File: config.mk
export PLATFORM = sky130hd
export DESIGN_NAME = bus_mux_reg_flat
export DESIGN_NICKNAME = d
export VERILOG_FILES = /design/src/rtl/bus_mux_reg_if.sv /design/src/rtl/bus_mux_reg.sv /design/src/flat_wrapper.sv
export SDC_FILE = /design/constraint.sdc
export NUM_CORES = 1
export LEC_CHECK = 0
export CAP_MARGIN = 20
export CELL_PAD_IN_SITES_DETAIL_PLACEMENT = 0
export CELL_PAD_IN_SITES_GLOBAL_PLACEMENT = 2
export CORE_AREA = 4 4 132 134
export CTS_CLUSTER_SIZE = 40
export DETAILED_ROUTE_END_ITERATION = 10
export DIE_AREA = 0 0 136 138
export PLACE_DENSITY = 0.93
export SLEW_MARGIN = 20
export SYNTH_ARGS = -nofsm -noshare
export SYNTH_HDL_FRONTEND = slang
export SYNTH_SLANG_ARGS = --single-unit
File: constraint.sdc
create_clock -name Clock -period 2.3 [get_ports Clock]
set_clock_uncertainty 0.1 [all_clocks]
set_input_delay 0.46 -clock Clock [delete_from_list [all_inputs] [get_ports Clock]]
set_output_delay 0.46 -clock Clock [all_outputs]
set_load 0.005 [all_outputs]
File: src/rtl/bus_mux_reg_if.sv
// bus_mux_reg_if: source data, one-hot selects and registered results of the bus multiplexer.
// Latency: none here; pure signal bundle.
// Backpressure: none; Hold is the only stall input and it is driven by the control side.
interface bus_mux_reg_if #(
  parameter int WIDTH = 16,
  parameter int NSRC  = 8
);
  localparam int IDW = $clog2(NSRC + 2);

  logic [NSRC*WIDTH-1:0] RIn;
  logic [WIDTH-1:0]      DIN;
  logic [WIDTH-1:0]      G;
  logic [NSRC-1:0]       Rout;
  logic                  DINout;
  logic                  Gout;
  logic                  Hold;
  logic                  ClrErr;
  logic [WIDTH-1:0]      BusWires;
  logic                  BusValid;
  logic [IDW-1:0]        SrcId;
  logic                  Conflict;
  logic [15:0]           XferCount;

  // Control FSM / register file side: drives sources and selects, observes the bus.
  modport master (
    output RIn, DIN, G, Rout, DINout, Gout, Hold, ClrErr,
    input  BusWires, BusValid, SrcId, Conflict, XferCount
  );

  // Multiplexer side.
  modport slave (
    input  RIn, DIN, G, Rout, DINout, Gout, Hold, ClrErr,
    output BusWires, BusValid, SrcId, Conflict, XferCount
  );
endinterface

File: src/rtl/bus_mux_reg.sv
// bus_mux_reg: registered shared-bus mux, priority G > DIN > lowest Rout, sticky conflict, saturating count.
// Latency: 1 cycle from select/data at edge N to BusWires/BusValid/SrcId after edge N.
// Backpressure: Hold freezes bus, id and count and suppresses BusValid; no ready signal back to sources.
module bus_mux_reg #(
  parameter int WIDTH = 16,
  parameter int NSRC  = 8
) (
  input logic          Clock,
  input logic          Resetn,
  bus_mux_reg_if.slave bus
);
  localparam int IDW = $clog2(NSRC + 2);
  localparam logic [IDW-1:0]  DIN_ID   = IDW'(NSRC);
  localparam logic [IDW-1:0]  G_ID     = IDW'(NSRC + 1);
  localparam logic [NSRC-1:0] ROUT_ONE = NSRC'(1);
  localparam logic [15:0]     XFER_MAX = 16'hFFFF;

  logic [WIDTH-1:0] selVal;
  logic [IDW-1:0]   selId;
  logic             anySel;
  logic             multiSel;

  logic [WIDTH-1:0] busReg;
  logic             validReg;
  logic [IDW-1:0]   idReg;
  logic             conflictReg;
  logic [15:0]      countReg;

  // Resolve the winning source: later assignments override earlier ones, so the
  // descending register scan leaves the lowest index, then DIN and G take over.
  always_comb begin
    selVal = '0;
    selId  = '0;
    for (int i = NSRC - 1; i >= 0; i--) begin
      if (bus.Rout[i]) begin
        selVal = bus.RIn[i*WIDTH +: WIDTH];
        selId  = IDW'(i);
      end
    end
    if (bus.DINout) begin
      selVal = bus.DIN;
      selId  = DIN_ID;
    end
    if (bus.Gout) begin
      selVal = bus.G;
      selId  = G_ID;
    end
  end

  assign anySel = bus.Gout | bus.DINout | (|bus.Rout);

  // More than one select: any pair among G/DIN/registers, or two register bits
  // (x & (x-1) clears the lowest set bit, leaving nonzero only if another remains).
  assign multiSel = (bus.Gout & bus.DINout)
                  | ((bus.Gout | bus.DINout) & (|bus.Rout))
                  | (|(bus.Rout & (bus.Rout - ROUT_ONE)));

  // Bus stage: capture on a select, keep the last value when idle or held.
  always_ff @(posedge Clock or negedge Resetn) begin
    if (!Resetn) begin
      busReg   <= '0;
      idReg    <= '0;
      validReg <= 1'b0;
    end else if (!bus.Hold && anySel) begin
      busReg   <= selVal;
      idReg    <= selId;
      validReg <= 1'b1;
    end else begin
      validReg <= 1'b0;
    end
  end

  // Sticky conflict flag: a new conflict outranks a simultaneous clear; clear also works while held.
  always_ff @(posedge Clock or negedge Resetn) begin
    if (!Resetn) begin
      conflictReg <= 1'b0;
    end else if (!bus.Hold && multiSel) begin
      conflictReg <= 1'b1;
    end else if (bus.ClrErr) begin
      conflictReg <= 1'b0;
    end
  end

  // Transfer counter: one per capture, pinned at all-ones until reset.
  always_ff @(posedge Clock or negedge Resetn) begin
    if (!Resetn) begin
      countReg <= '0;
    end else if (!bus.Hold && anySel && (countReg != XFER_MAX)) begin
      countReg <= countReg + 16'd1;
    end
  end

  assign bus.BusWires  = busReg;
  assign bus.BusValid  = validReg;
  assign bus.SrcId     = idReg;
  assign bus.Conflict  = conflictReg;
  assign bus.XferCount = countReg;
endmodule

File: src/flat_wrapper.sv
// flat-port wrapper written by rule: the top's interface ports become plain ports
module bus_mux_reg_flat 
#(
  parameter int WIDTH = 16,
  parameter int NSRC  = 8
)
  (Clock, Resetn, bus_RIn, bus_DIN, bus_G, bus_Rout, bus_DINout, bus_Gout, bus_Hold, bus_ClrErr, bus_BusWires, bus_BusValid, bus_SrcId, bus_Conflict, bus_XferCount);
  bus_mux_reg_if #(.WIDTH(WIDTH), .NSRC(NSRC)) bus_i ();
  input logic Clock;
  input logic Resetn;
  input wire logic [$bits(bus_i.RIn)-1:0] bus_RIn;
  input wire logic [$bits(bus_i.DIN)-1:0] bus_DIN;
  input wire logic [$bits(bus_i.G)-1:0] bus_G;
  input wire logic [$bits(bus_i.Rout)-1:0] bus_Rout;
  input wire logic [$bits(bus_i.DINout)-1:0] bus_DINout;
  input wire logic [$bits(bus_i.Gout)-1:0] bus_Gout;
  input wire logic [$bits(bus_i.Hold)-1:0] bus_Hold;
  input wire logic [$bits(bus_i.ClrErr)-1:0] bus_ClrErr;
  output wire logic [$bits(bus_i.BusWires)-1:0] bus_BusWires;
  output wire logic [$bits(bus_i.BusValid)-1:0] bus_BusValid;
  output wire logic [$bits(bus_i.SrcId)-1:0] bus_SrcId;
  output wire logic [$bits(bus_i.Conflict)-1:0] bus_Conflict;
  output wire logic [$bits(bus_i.XferCount)-1:0] bus_XferCount;
  assign bus_i.RIn = bus_RIn;
  assign bus_i.DIN = bus_DIN;
  assign bus_i.G = bus_G;
  assign bus_i.Rout = bus_Rout;
  assign bus_i.DINout = bus_DINout;
  assign bus_i.Gout = bus_Gout;
  assign bus_i.Hold = bus_Hold;
  assign bus_i.ClrErr = bus_ClrErr;
  assign bus_BusWires = bus_i.BusWires;
  assign bus_BusValid = bus_i.BusValid;
  assign bus_SrcId = bus_i.SrcId;
  assign bus_Conflict = bus_i.Conflict;
  assign bus_XferCount = bus_i.XferCount;
  bus_mux_reg #(.WIDTH(WIDTH), .NSRC(NSRC)) u_core (.Clock(Clock), .Resetn(Resetn), .bus(bus_i));
endmodule
==> summary.txt <==
Layout
  – Final core occ: 35.3%
  – Fraction of layout cells with a size suffix above 1: 12.6%
  – Antenna cells: 0
  – Area growth syn-to-layout: 99.8%
  – Post-route cell area: 5760 um2
  – Final nets: 752

Detailed routing
  – Vias per cell: roughly 4.8
  – WL/cell: 18.5 um
  – Vias: 3,819
  – Initial DRC Count: 194
  – Residual DRC count: 0
  – 1st-pass router iterations: 4
  – Final WL: 14,800 um
  – DRT antenna net count: 0

Critical path
  – Critical path endpoint category: register
  – R2r endpoint: u_core.bus.XferCount[5]$_DFFE_PN0P_
  – Critical path origin: bus_Rout[7]
  – Launch point of the worst reg-to-reg path: u_core.bus.XferCount[0]$_DFFE_PN0P_
  – CP arrival: 2.22 ns
  – CP max FO: 16
  – Data required time of the worst path: 2.35 ns
  – Setup crit end: u_core.bus.BusWires[15]$_DFFE_PN0P_
  – CP Launch Type: input pin
  – R2r setup slk: 0.42 ns
  – Worst R2R Path Depth: 6
  – Setup CP Type: in -> reg

Pwr
  – Gate power share: 36.4%
  – Switching Fraction: between 20% and 30%
  – Peak VDD IR: 0.304 mV
  – Cell internal pwr: 0.00208 W
  – Power Density: roughly 500 nW/um2
  – Seq pwr share: 31.2%
  – Clock Power Share: roughly a third
  – Switch Pwr: around 0.00078 W
  – LEAKAGE: 2.31 nW

Synthesis
  – EDFF count, synth: 0
  – Synth Instances: 342
  – Asr flop ratio synth: 100%
  – Top FF cell, synth: dfrtp_1
  – Register bit count reported by yosys: 38
  – Ys Warns: 0
  – Netlist Area Pre-Place: 2880 um2
  – Post-synthesis sequential area ratio: 33.0%
  – Synthesized Nets: roughly 520
  – Synth unique cells: 48
  – Syn_area_per_cell: 8.43 um2

GRT
  – Total grt overflow: 0
  – Initial antenna violation count: 0
  – Largest net degree at the start of global routing: 39
  – Vias in the first global route: 4,049
  – First-pass GRT wire length: 22,300 um
  – Tot GR Track Use: 15.1%

Die
  – Die X: 136 um
  – FP Rows: 47
  – DIE AREA: about 19,000 um2
  – Core area: 16,300 um2
  – Die Y: 138 um
  – Top Ports: 212
  – Initial core utilization: between 10% and 20%

Status
  – Result of the run: complete, no violations

STA
  – Worst-Margin Slew: 0.905 ns
  – Final Hold Fails: 0
  – Final min period: between 2 and 2.5 ns
  – Setup violations, final: 0
  – Worst hold slack: 0.204 ns
  – Final setup TNS: 0 ns
  – RSZ-0062 raised after global routing: no
  – Slew Limit Fails: 0
  – Worst slew margin: 39.7%
  – Highest Clock Rate: 459 MHz
  – Period Utilization, post-route: 94.7%
  – Min setup slack post-route: 0.123 ns

CTS
  – Clock Latency Late Sink: around 0.28 ns
  – Clock tree buffer depth: 2
  – CTS tree: built
  – CTS clock-pin slew for the worst setup and hold paths: about 0.060 ns
  – H-tree levels: 2
  – Hold-fix buffers, CTS: 0
  – Total CTS buffers: 5
  – CTS root buffer: clkbuf_16
  – Clock sink total: 38

Placement
  – I/O Buffers: 211
  – GPL Wtd Cong: 0.875
  – HPWL Detailed: 12,400 um
  – Placed cell areas: ~5500 um2
  – Worst slack at placement: -0.397 ns

Worst hold path
  – Worst Hold Class: in -> async

Job
  – Max-Cap Viols: 0
-- routing by layer --
metal	global-route usage, %	share of wire, %	wire [um]
met5	0	0	0
met1	19.2	41	6020
met3	2.54	7.1	1060
met2	26.5	50	7440
met4	3.77	1.9	284
-- kinds of logic (layout without fill, tap and decap cells) --
logic type,after synthesis,in the layout,synth area share (%)
AO/OA/AOI/OAI,162,162,39.6
AND/OR/NAND/NOR,72,72,13.6
buffers and inverters,53,289,8.38
flip-flops,38,38,33.0
XOR/XNOR,14,14,4.26
adder cells (fa/ha/maj),2,2,0.825
multiplexers,1,1,0.391
-- cell usage in the layout (no fill, tap or decap), drive strengths merged, types with 2 or more instances in the layout --
master         instances
clkdlybuf4s50        207
o21ai                 50
buf                   48
dfrtp                 38
a21oi                 36
a221oi                32
nand2                 28
inv                   21
o221ai                17
a221o                 16
nor2                  15
xor2                  11
clkbuf                 7
nand3                  6
and3                   5
nor4                   5
xnor2                  3
dlymetal6s2s           3
nor3                   3
nor2b                  3
or2                    2
o31ai                  2
bufinv                 2
and4                   2
nand4                  2
a31oi                  2
-- power groups by stage --
stage          clock, W  combinational (W)  sequential (W)
2_1_floorplan         0           0.000322        0.000893
3_3_place_gp          0            0.00101        0.000898
3_5_place_dp          0            0.00103        0.000904
4_1_cts        0.000937            0.00104        0.000892
5_1_grt        0.000972            0.00113        0.000915
6_report       0.000924            0.00104        0.000891
-- what timing repair did --
action / 4_1_cts / 5_1_grt
buffers inserted: 0 / 2
pin swaps: 0 / 1
gates resized for setup: 3 / 11
gates cloned: 0 / 1
setup endpoints to repair: 16 / 16
-- worst min path at each step --
stage / slack [ns] / cells after the start / end / start
finish: 0.20 / 1 / u_core.bus.XferCount[13]$_DFFE_PN0P_ / Resetn
global route: 0.29 / 1 / u_core.bus.XferCount[13]$_DFFE_PN0P_ / Resetn
CTS: 0.24 / 1 / u_core.bus.XferCount[15]$_DFFE_PN0P_ / Resetn
detailed placement: 0.37 / 2 / u_core.bus.BusWires[10]$_DFFE_PN0P_ / u_core.bus.BusWires[10]$_DFFE_PN0P_
global placement: 0.37 / 2 / u_core.bus.BusWires[2]$_DFFE_PN0P_ / u_core.bus.BusWires[2]$_DFFE_PN0P_
floorplan: 0.06 / 0 / u_core.bus.BusValid$_DFF_PN0_ / Resetn
-- synthesized netlist by cell type (all sizes together), types with 2 or more instances --
cell,number,area (um2)
nor2b,3,18.8
clkbuf,17,63.8
nor4,5,56.3
inv,21,78.8
buf,14,95.1
xnor2,3,26.3
nand2,28,105
o21ai,50,250
dfrtp,38,951
a31oi,2,18.8
or2,2,12.5
nor2,15,58.8
and3,5,31.3
nand4,2,18.8
a221o,16,160
xor2,11,96.3
nand3,6,30.0
a221oi,32,280
and4,2,20.0
o31ai,2,15.0
o221ai,17,149
a21oi,36,180
nor3,3,31.3
-- worst max-delay path, cell delays in order --
cell,delay (ns)
clkdlybuf4s50_1,0.44
buf_4,0.17
nor4_4,0.34
a31o_4,0.28
inv_2,0.09
buf_12,0.16
o221ai_1,0.11
o21ai_0,0.15
-- state kept, by name, indices dropped and copies added, names as in the netlist --
register              cells
u_core.bus.Conflict       1
u_core.bus.BusValid       1
u_core.bus.BusWires      16
u_core.bus.SrcId          4
u_core.bus.XferCount     16
-- cell type report --
class	instances	area (um2)
clock inverters	2	60.1
inverters	22	82.6
flip-flops and latches	38	951
multi-input cells	251	1710
clock buffers	6	139
repair buffers	259	2540
well taps	220	275
fillers	1673	10500
-- per-stage QoR --
step / power, W / instances
2_1_floorplan: 0.00121 / 342
3_3_place_gp: 0.00191 / 787
3_5_place_dp: 0.00194 / 787
4_1_cts: 0.00287 / 795
5_1_grt: 0.00302 / 798
6_report: 0.00285 / 798
Power figures use the tool's default switching activity.
